==> src/rtl/sldu_p2_pass_seq_pkg.sv <==
// Shared types and width helpers for the SLDU power-of-two pass sequencer.
// Provides the sequencer state enum and StrideW/PopcW derivations from NrLanes.
package sldu_p2_pass_seq_pkg;

  localparam int unsigned NrLanesDef = 4;
  localparam int unsigned BeatWDef   = 16;

  function automatic int unsigned idx_width(input int unsigned n);
    return (n > 1) ? $clog2(n) : 1;
  endfunction

  function automatic int unsigned stride_w(input int unsigned lanes);
    return idx_width(8 * lanes);
  endfunction

  function automatic int unsigned popc_w(input int unsigned lanes);
    return idx_width(stride_w(lanes)) + 1;
  endfunction

  typedef enum logic [1:0] {
    S_IDLE,
    S_LOAD,
    S_RUN,
    S_DONE
  } sldu_pass_state_e;

endpackage

==> src/rtl/sldu_p2_pass_seq.sv <==
// Sequencer downstream of the SLDU power-of-two stride generator: one pass
// of nbeats beats per set stride bit, lowest bit first.
// Ports: clk_i/rst_i (sync, active high); req_* slide request (ready in IDLE);
// gen_* load/advance strobes to and component/popcount from the generator;
// pass_* beat stream with valid/ready; busy_o; done_o completion pulse.
module sldu_p2_pass_seq
  import sldu_p2_pass_seq_pkg::*;
#(
  parameter int unsigned NrLanes = NrLanesDef,
  parameter int unsigned BeatW   = BeatWDef,
  parameter int unsigned StrideW = stride_w(NrLanes),
  parameter int unsigned PopcW   = popc_w(NrLanes)
) (
  input  logic               clk_i,
  input  logic               rst_i,
  input  logic               req_valid_i,
  output logic               req_ready_o,
  input  logic [StrideW-1:0] req_stride_i,
  input  logic [BeatW-1:0]   req_nbeats_i,
  input  logic               req_dir_i,
  output logic [StrideW-1:0] gen_stride_o,
  output logic               gen_valid_o,
  output logic               gen_update_o,
  input  logic [PopcW-1:0]   gen_popc_i,
  input  logic [StrideW-1:0] gen_stride_p2_i,
  input  logic               gen_valid_i,
  output logic               pass_valid_o,
  input  logic               pass_ready_i,
  output logic [StrideW-1:0] pass_stride_o,
  output logic               pass_dir_o,
  output logic [BeatW-1:0]   pass_beat_o,
  output logic [PopcW-1:0]   pass_idx_o,
  output logic               pass_last_o,
  output logic               busy_o,
  output logic               done_o
);

  sldu_pass_state_e state_q, state_d;
  logic [BeatW-1:0] nbeats_q, nbeats_d;
  logic             dir_q, dir_d;
  logic [BeatW-1:0] beat_q, beat_d;
  logic [PopcW-1:0] idx_q, idx_d;
  logic [PopcW-1:0] left_q, left_d;

  logic run;
  logic last_beat;

  assign run       = (state_q == S_RUN);
  assign last_beat = (beat_q == nbeats_q - BeatW'(1));

  always_ff @(posedge clk_i) begin
    if (rst_i) begin
      state_q  <= S_IDLE;
      nbeats_q <= '0;
      dir_q    <= 1'b0;
      beat_q   <= '0;
      idx_q    <= '0;
      left_q   <= '0;
    end else begin
      state_q  <= state_d;
      nbeats_q <= nbeats_d;
      dir_q    <= dir_d;
      beat_q   <= beat_d;
      idx_q    <= idx_d;
      left_q   <= left_d;
    end
  end

  always_comb begin
    state_d      = state_q;
    nbeats_d     = nbeats_q;
    dir_d        = dir_q;
    beat_d       = beat_q;
    idx_d        = idx_q;
    left_d       = left_q;
    req_ready_o  = 1'b0;
    gen_valid_o  = 1'b0;
    gen_update_o = 1'b0;
    pass_valid_o = 1'b0;
    done_o       = 1'b0;
    unique case (state_q)
      S_IDLE: begin
        req_ready_o = 1'b1;
        if (req_valid_i) begin
          nbeats_d = req_nbeats_i;
          dir_d    = req_dir_i;
          // Zero-beat requests never touch the generator.
          if (req_nbeats_i != '0) begin
            gen_valid_o = 1'b1;
            state_d     = S_LOAD;
          end else begin
            state_d = S_DONE;
          end
        end
      end
      S_LOAD: begin
        left_d  = gen_popc_i;
        beat_d  = '0;
        idx_d   = '0;
        state_d = gen_valid_i ? S_RUN : S_DONE;
      end
      S_RUN: begin
        pass_valid_o = 1'b1;
        if (pass_ready_i) begin
          if (last_beat) begin
            // Advance now so the next component is ready next cycle.
            gen_update_o = 1'b1;
            beat_d       = '0;
            idx_d        = idx_q + PopcW'(1);
            left_d       = left_q - PopcW'(1);
            if (left_q == PopcW'(1)) begin
              state_d = S_DONE;
            end
          end else begin
            beat_d = beat_q + BeatW'(1);
          end
        end
      end
      S_DONE: begin
        done_o  = 1'b1;
        state_d = S_IDLE;
      end
      default: state_d = S_IDLE;
    endcase
  end

  assign gen_stride_o  = req_stride_i;
  assign pass_stride_o = run ? gen_stride_p2_i : '0;
  assign pass_dir_o    = run & dir_q;
  assign pass_beat_o   = run ? beat_q : '0;
  assign pass_idx_o    = run ? idx_q : '0;
  assign pass_last_o   = run & (left_q == PopcW'(1)) & last_beat;
  assign busy_o        = (state_q != S_IDLE);

  a_gen_valid_run: assert property (
    @(posedge clk_i) disable iff (rst_i) (state_q == S_RUN) |-> gen_valid_i
  );

endmodule

==> config.mk <==
export PLATFORM = sky130hd
export DESIGN_NAME = sldu_p2_pass_seq
export DESIGN_NICKNAME = d
export VERILOG_FILES = /design/src/rtl/sldu_p2_pass_seq_pkg.sv /design/src/rtl/sldu_p2_pass_seq.sv
export SDC_FILE = /design/constraint.sdc
export NUM_CORES = 1
export LEC_CHECK = 0
export BUFFER_PORTS_ARGS = -buffer_cell sky130_fd_sc_hd__buf_4
export CAP_MARGIN = 30
export CORE_AREA = 2 2 108 58
export CTS_CLUSTER_DIAMETER = 50
export CTS_CLUSTER_SIZE = 8
export DETAILED_ROUTE_END_ITERATION = 10
export DIE_AREA = 0 0 110 60
export PLACE_DENSITY = 0.84
export SLEW_MARGIN = 20
export SYNTH_ARGS = -nofsm -noshare
export SYNTH_HDL_FRONTEND = slang
export SYNTH_SLANG_ARGS = --single-unit
==> constraint.sdc <==
create_clock -name clk_i -period 3.25 [get_ports clk_i]
set_input_delay 0 -clock clk_i [delete_from_list [all_inputs] [get_ports clk_i]]
set_output_delay 0 -clock clk_i [all_outputs]
set_load 0.05 [all_outputs]
# Yosys cells after proc, flatten, opt, wreduce, memory -nomap -nowiden

Cells that the tools add are included.

Bits in registers: 43
Input bits: 36
Output and inout port bits: 38

Add/sub/neg operators: 4
Eq/ne operators: 9
Mux-type cells: 28
Bitwise gates (word level): 3
Reductions and logical operators: 8

Operators by type and width:

| cell                  | count |
|---|---|
| $mux 16               | 3 |
| $pmux 16 s2           | 1 |
| $mux 4                | 5 |
| $add 16x1->16 const B | 1 |
| $eq 16x16->1          | 1 |
| $pmux 4 s2            | 2 |
| $reduce_bool 16->1    | 1 |
| $sub 16x1->16 const B | 1 |
| $mux 1                | 10 |
| $mux 2                | 5 |
| $pmux 2 s4            | 1 |
| $mux 5                | 1 |
| $add 4x1->4 const B   | 1 |
| $eq 2x2->1 const B    | 2 |
| $eq 4x1->1 const B    | 1 |
| $ne 2x1->1 const B    | 2 |
| $ne 2x2->1 const B    | 2 |
| $reduce_and 2->1      | 2 |
| $reduce_and 4->1      | 1 |
| $reduce_bool 2->1     | 2 |
| $sub 4x1->4 const B   | 1 |
| $and 1x1->1           | 3 |
| $reduce_and 3->1      | 1 |
| $eq 2x1->1 const B    | 1 |
| $logic_not 2->1       | 1 |

# Depth between registers and ports, before layout

Gate-level depths: netlist of the first run.

Depth after elaboration: 5
Gate-level depth with buffers: 11

# Least setup slack after synthesis of the first run

Ideal clock, no wire load.

Path kind: flip-flop to output port
Start: register nbeats_q[0]
End: output gen_update_o
Arrival: 3,033 ps
Required time: 3,250 ps
Path slack: 217 ps
Stages on the path, launching flop included: 10
Buffers on the path: 1
Cells stage by stage: dfxtp_1 inv_1 ha_1 or4b_1 buf_2 or4b_1 a211o_1 a211oi_2 nand4_2 nor2_1

Word-level cells in the longest chain between the ends: 5

Ends and longest elaborated chain:

| what                     | RTL line                | RTL |
|---|---|---|
| start: declaration       | sldu_p2_pass_seq.sv:39  | `logic [BeatW-1:0] nbeats_q, nbeats_d;` |
| start signal: assignment | sldu_p2_pass_seq.sv:61  | `nbeats_q <= nbeats_d;` |
| $sub 16x1->16            | sldu_p2_pass_seq.sv:49  | `assign last_beat = (beat_q == nbeats_q - BeatW'(1));` |
| $eq 16x16->1             | sldu_p2_pass_seq.sv:49  |  |
| $mux 1                   | sldu_p2_pass_seq.sv:105 | `if (last_beat) begin` |
| $mux 1                   | sldu_p2_pass_seq.sv:104 | `if (pass_ready_i) begin` |
| $mux 1                   | sldu_p2_pass_seq.sv:81  | `unique case (state_q)` |
| end: declaration         | sldu_p2_pass_seq.sv:23  | `output logic gen_update_o,` |

No other way between the ends.

# Worst setup path in the final report of the first run

Start: register nbeats_q[0]
End: output pass_last_o

Word-level cells in the longest chain between the ends: 3

Ends and longest elaborated chain:

| what             | RTL line                | RTL |
|---|---|---|
| $sub 16x1->16    | sldu_p2_pass_seq.sv:49  |  |
| $eq 16x16->1     | sldu_p2_pass_seq.sv:49  |  |
| $and 1x1->1      | sldu_p2_pass_seq.sv:132 | `assign pass_last_o = run & (left_q == PopcW'(1)) & last_beat;` |
| end: declaration | sldu_p2_pass_seq.sv:33  | `output logic pass_last_o,` |

No other way between the ends.

==> results.json, run 1 <==
{
  "status": "completed",
  "synth_top_cell_area_share_pct": 29.94,
  "drive_gt1_share_pct": 19.96,
  "cp_max_fo": 7,
  "arrival_ns": 3.10,
  "detail_route.first_pass.iterations": 5,
  "cts_buffers": 5,
  "wirelength_um": 8279,
  "diodes": 0,
  "grt-ovfl-total": 0,
  "cellLeakagePower_uw": 0.001466,
  "yosysTopAreaCell": "dfxtp_1",
  "drt-initial-drc-count": 233,
  "grt_max_degree": 33,
  "hold_start": "req_stride_i[3]",
  "synth_commonest_cells": "68 x nand2_1, 43 x dfxtp_1, 26 x a21oi_1, 26 x nor2_1, 25 x and2_1",
  "cts-root-buf": "clkbuf_8",
  "min_path_cells": 0,
  "highest_layer": "met4",
  "grt_pass1_vias": 2826,
  "placement.io_buffers": 63,
  "seqPwrFrac_pct": 30.3,
  "switching_share_pct": 43.99,
  "synth_area_um2": 2875,
  "synth_async_sr_flop_share_pct": 0,
  "crit-reg2reg-launch": "nbeats_q[0]$_SDFFE_PP0P_",
  "worst-r2r-cell-count": 9,
  "ys_types": 60,
  "syn_area_per_cell_um2": 7.410,
  "nNetsFinal": 505,
  "yosysMostFrequentCell": "nand2_1",
  "end_kind": "primary output",
  "clock-sinks": 43,
  "r2r-end": "state_q[0]$_SDFFE_PP0P_",
  "rows": 20,
  "wl_met3_um": 788,
  "start_util_pct": 50.17,
  "max_freq_ghz": 0.3229,
  "final.setup_skew_ns": 0.01328,
  "synth-seq-cells": 43,
  "switchingPower_uw": 977.9,
  "finalMaxSlewViolations": 0,
  "rsz0062_at_grt": "no",
  "design_area_um2": 3694,
  "synth_fp_nets": 433,
  "max-cap-violations": 0,
  "top_level_ports": 74,
  "grt_antenna_before_repair": 0,
  "cts_setup_buffers": 0,
  "worstMarginPinSlew_ns": 0.6776,
  "via_per_inst": 5.742,
  "worst_ep_required_time_ns": 3.25,
  "wl_met2_um": 3516,
  "critical_path_class": "register to primary output",
  "core_area_um2": 5731,
  "combPwrFrac_pct": 49.8,
  "fin_crit_sh_pct": 95.29,
  "internal_power_uw": 1245,
  "hold_end": "gen_stride_o[3]",
  "htree_levels": 2,
  "yosysWarningCount": 0,
  "avgRoutedWirePerCell_um": 15.39,
  "clk_latency_ns": 0.31,
  "cts_tree": "done",
  "cp-start-kind": "register",
  "ys.flop_type": "dfxtp_1",
  "cts.reportedPaths.clkPinSlew_ns": 0.08,
  "dp_hpwl_um": 6126,
  "wirelength_met1_um": 3929,
  "rrSetupSlack_ns": 0.20,
  "synth_edf_count": 0,
  "die_w_um": 110,
  "dieArea_um2": 6600,
  "hold_viol": 0,
  "synth.area.top_cells": "dfxtp_1 30%, nand2_1 8.9%, and2_1 5.4%",
  "grt_first_pass_wirelength_um": 13740,
  "place_congestion": 0.9407,
  "fin_tns_setup_ns": 0,
  "setup_viol": 0,
  "dieHeight_um": 60,
  "worst_hold_slack_ns": 0.00001802,
  "powerDensity_nw_per_um2": 601.9,
  "postSynthCellCount": 388,
  "area_growth_syn_to_layout_pct": 28.46,
  "drc": 0,
  "ant_nets": 0,
  "vdd_drop_max_mv": 0.4048,
  "min_period_ns": 3.097,
  "max_slew_margin_pct": 54.41,
  "dpl_cell_area_um2": 3390,
  "min_path_type": "primary input to primary output",
  "clockPowerShare_pct": 20.0,
  "cts_max_path_buffers": 2,
  "via_count": 3089,
  "synth-seq-area-share_pct": 29.94,
  "final_util_pct": 64.45,
  "track_usage_pct": 27.17
}
## power groups by stage
stage               Combinational, uW  Clock [uW]  Sequential (uW)
floorplan                         819           0              657
global route                     1210         473              686
finish                           1110         444              673
global placement                 1030           0              678
CTS                              1090         448              670
detailed placement               1060           0              681
## state kept, by name (all words and copies together) (netlist names)
name and flops:
dir_q 1, beat_q 16, nbeats_q 16, state_q 2
left_q 4, idx_q 4
## cell usage in the layout, fill, tap and decap left out, types with 4 or more instances in the layout
master         instances
a21oi_1               26
a31oi_1                6
and2_1                25
buf_4                 72
clkbuf_8               6
dfxtp_1               43
dlygate4sd3_1         18
ha_1                   8
inv_1                 16
nand2_1               68
nand3_1               17
nand4_1                8
nor2_1                26
nor3_1                 9
nor4_1                 9
o211ai_1               4
o21ai_0                6
o22ai_1                5
o311ai_1               7
or3_1                  9
xnor2_1               12
xor2_1                 6
## how the worst max path moves through the flow
| stage | startpoint | cells after the start | to |
|---|---|---|---|
| after floorplan | nbeats_q[0]$_SDFFE_PP0P_ | 9 | gen_update_o |
| after global placement | nbeats_q[0]$_SDFFE_PP0P_ | 9 | idx_q[0]$_SDFFE_PP0P_ |
| after detailed placement | nbeats_q[0]$_SDFFE_PP0P_ | 9 | state_q[0]$_SDFFE_PP0P_ |
| after CTS | nbeats_q[0]$_SDFFE_PP0P_ | 9 | gen_update_o |
| after global routing | nbeats_q[0]$_SDFFE_PP0P_ | 9 | pass_last_o |
| final | nbeats_q[0]$_SDFFE_PP0P_ | 9 | pass_last_o |
## worst max-delay path, cell delays in order (launching register included)
cell and delay (ns):
dfxtp_1 0.36, inv_1 0.08, ha_2 0.21, or4b_4 0.52, or4b_1 0.52, a211o_1 0.34, a211oi_2 0.24, nand4_2 0.16
nor2_1 0.15, buf_4 0.21
## per-layer routing
layer | vias up | global-route usage (%)
met3 | 9 | 6.434
met2 | 133 | 39.44
met4 | 0 | 7.052
met1 | 1434 | 40.15
met5 | - | 0
li1 | 1513 | -
## logic make-up (layout without fill, tap and decap cells)
| logic type | count (synthesis) | after routing | share of synthesized area [%] |
|---|---|---|---|
| xor+xnor | 18 | 18 | 5.483 |
| fa+ha+maj | 9 | 9 | 3.917 |
| flops | 43 | 43 | 29.94 |
| mux | 2 | 2 | 0.7398 |
| compound gates | 80 | 80 | 18.71 |
| buf+inv | 41 | 114 | 6.354 |
| simple gates | 195 | 195 | 34.86 |
## cell type report
cell class,instances,area (um2)
inverter,16,60.06
timing repair buffer,90,720.7
sequential,43,860.8
tap,77,96.34
clock buffer,6,82.58
fill,497,2037
multi-input combinational,304,1838
clock inverter,2,35.03
## stage by stage
step | cells | worst slack (ns) | total power, uW
2_1_floorplan | 388 | 0.2175 | 1476
3_3_place_gp | 512 | 0.2642 | 1710
3_5_place_dp | 512 | 0.1428 | 1745
4_1_cts | 538 | 0.06595 | 2208
5_1_grt | 538 | 0.005893 | 2373
6_report | 538 | 0.1532 | 2223
## what timing repair did
action / CTS / global route
hold endpoints to repair: 18 / 0
hold buffers: 18 / 0
setup endpoints to repair: 0 / 11
gates resized for setup: 0 / 2
Power figures use the tool's default switching activity.
==> inputs of run 2 (changes only) <==
==> constraint.sdc (replaced) <==
create_clock -name clk_i -period 3.25 [get_ports clk_i]
set_input_delay 0.1625 -clock clk_i [delete_from_list [all_inputs] [get_ports clk_i]]
set_output_delay 0.1625 -clock clk_i [all_outputs]
set_load 0.05 [all_outputs]
==> results.json, run 2 (synthesis results as in run 1) <==
{
  "top_level_ports": 74,
  "place_congestion": 0.9311,
  "hold_start": "req_nbeats_i[4]",
  "dp_hpwl_um": 6331,
  "reg_top3": "beat_q x16, nbeats_q x16",
  "via_per_inst": 5.973,
  "diodes": 0,
  "final_util_pct": 62.49,
  "rows": 20,
  "placement.io_buffers": 63,
  "wirelength_um": 8423,
  "drt-initial-drc-count": 215,
  "dieArea_um2": 6600,
  "die_w_um": 110,
  "min_path_type": "primary input to register",
  "vdd_drop_max_mv": 0.3833,
  "critical_path_class": "register to primary output",
  "layout_commonest_cell": "buf_4",
  "clk_latency_ns": 0.31,
  "finalNonFillerCells": 525,
  "grt_first_pass_wirelength_um": 13760,
  "design_area_um2": 3581,
  "powerDensity_nw_per_um2": 628.7,
  "rrSetupSlack_ns": 0.19,
  "setup_viol": 0,
  "grtUsageMet1_pct": 39.13,
  "grt-ovfl-total": 0,
  "status": "completed",
  "final.setup_skew_ns": 0.01055,
  "track_usage_pct": 27.25,
  "cts-root-buf": "clkbuf_8",
  "htree_levels": 2,
  "hold_end": "nbeats_q[4]$_SDFFE_PP0P_",
  "finalMaxSlewViolations": 0,
  "core_area_um2": 5731,
  "cp_max_fo": 6,
  "ant_nets": 0,
  "hold_viol": 0,
  "drive_gt1_share_pct": 22.99,
  "area_growth_syn_to_layout_pct": 24.54,
  "top_usage_layer": "met2",
  "r2r-end": "state_q[0]$_SDFFE_PP0P_",
  "cts.reportedPaths.clkPinSlew_ns": 0.08,
  "worstMarginPinSlew_ns": 0.6988,
  "fin_crit_sh_pct": 95.47,
  "worst_ep_required_time_ns": 3.09,
  "avgRoutedWirePerCell_um": 16.04,
  "grt_max_degree": 33,
  "cts_max_path_buffers": 2,
  "min_period_ns": 3.103,
  "dpl_cell_area_um2": 3390,
  "end_kind": "primary output",
  "arrival_ns": 2.94,
  "worst-r2r-cell-count": 10,
  "dpl.cell_count": 512,
  "grt_antenna_before_repair": 0,
  "detail_route.first_pass.iterations": 5,
  "clock-sinks": 43,
  "cts-hold-fix-buffers": 0,
  "cts_tree": "done",
  "use_met2_pct": 40.58,
  "dieHeight_um": 60,
  "cts_buffers": 5,
  "cellLeakagePower_uw": 0.001409,
  "cp-start-kind": "register",
  "min_path_cells": 3,
  "start_util_pct": 50.17,
  "grt_pass1_vias": 2887,
  "nNetsFinal": 492,
  "max_slew_margin_pct": 53.41,
  "drc": 0,
  "via_count": 3136,
  "grt_use_met3_pct": 6.543,
  "final_cell_mix": "75 x buf_4, 68 x nand2_1, 41 x dfxtp_1",
  "max-cap-violations": 0,
  "max_freq_ghz": 0.3223,
  "crit-reg2reg-launch": "nbeats_q[1]$_SDFFE_PP0P_",
  "crit_path_start": "nbeats_q[1]$_SDFFE_PP0P_"
}
run 2: changes by cell type in the layout (fill, tap and decap cells not counted), sizes merged:
cell / before / now
dlygate4sd3: 18 / 0
buf: 72 / 77
run 2: report_power, final:
group	internal [uW]	switching (uW)
sequential	593	83.4
clock	249	197
combinational	410	719
total	1250	1000
run 2: worst max-delay path by stage:
| stage | depth (start not counted) | slack, ns | end |
|---|---|---|---|
| 6_report | 9 | 0.15 | gen_update_o |
| 5_1_grt | 8 | -0.0002 | gen_update_o |
| 4_1_cts | 9 | 0.0005 | gen_update_o |
| 3_5_place_dp | 9 | 0.13 | state_q[0]$_SDFFE_PP0P_ |
| 3_3_place_gp | 9 | 0.26 | idx_q[0]$_SDFFE_PP0P_ |
| 2_1_floorplan | 9 | 0.05 | gen_update_o |
run 2: area by class of cell:
| type | instances | area [um2] |
|---|---|---|
| sequential | 43 | 863.3 |
| timing repair buffer | 77 | 585.6 |
| multi-input combinational | 304 | 1858 |
| tap | 77 | 96.34 |
| clock inverter | 2 | 35.03 |
| inverter | 16 | 60.06 |
| clock buffer | 6 | 82.58 |
| fill | 527 | 2150 |
run 2: critical path: stages, from the launching register on:
cell,delay (ns)
dfxtp_2,0.35
inv_1,0.09
ha_4,0.16
or4b_4,0.51
or4b_1,0.49
a211o_1,0.31
a211oi_2,0.21
nand4_2,0.17
nor2_2,0.18
buf_6,0.18
run 2: repair_timing:
action                                  4_1_cts  5_1_grt
resized for setup                             6        5
cloned                                        0        0
buffers inserted                              3        2
endpoints found under the setup margin        2        4
pin swaps                                     3        5
run 2: metal layers:
metal / vias up / share of wire, %
met4: 0 / 1.2
met5: - / 0
li1: 1494 / -
met3: 15 / 9.6
met1: 1476 / 48
met2: 151 / 42
run 2: stage by stage:
step                      hold WS, ns  setup slack [ns]  setup TNS (ns)  power [uW]
after floorplan                0.2985           0.05498               0        1476
after global placement         0.3253            0.2590               0        1712
after detailed placement       0.3253            0.1284               0        1756
after CTS                     0.09604         0.0004576               0        2225
after global routing           0.1091        -0.0001896      -0.0001896        2387
final                          0.1033            0.1471               0        2251
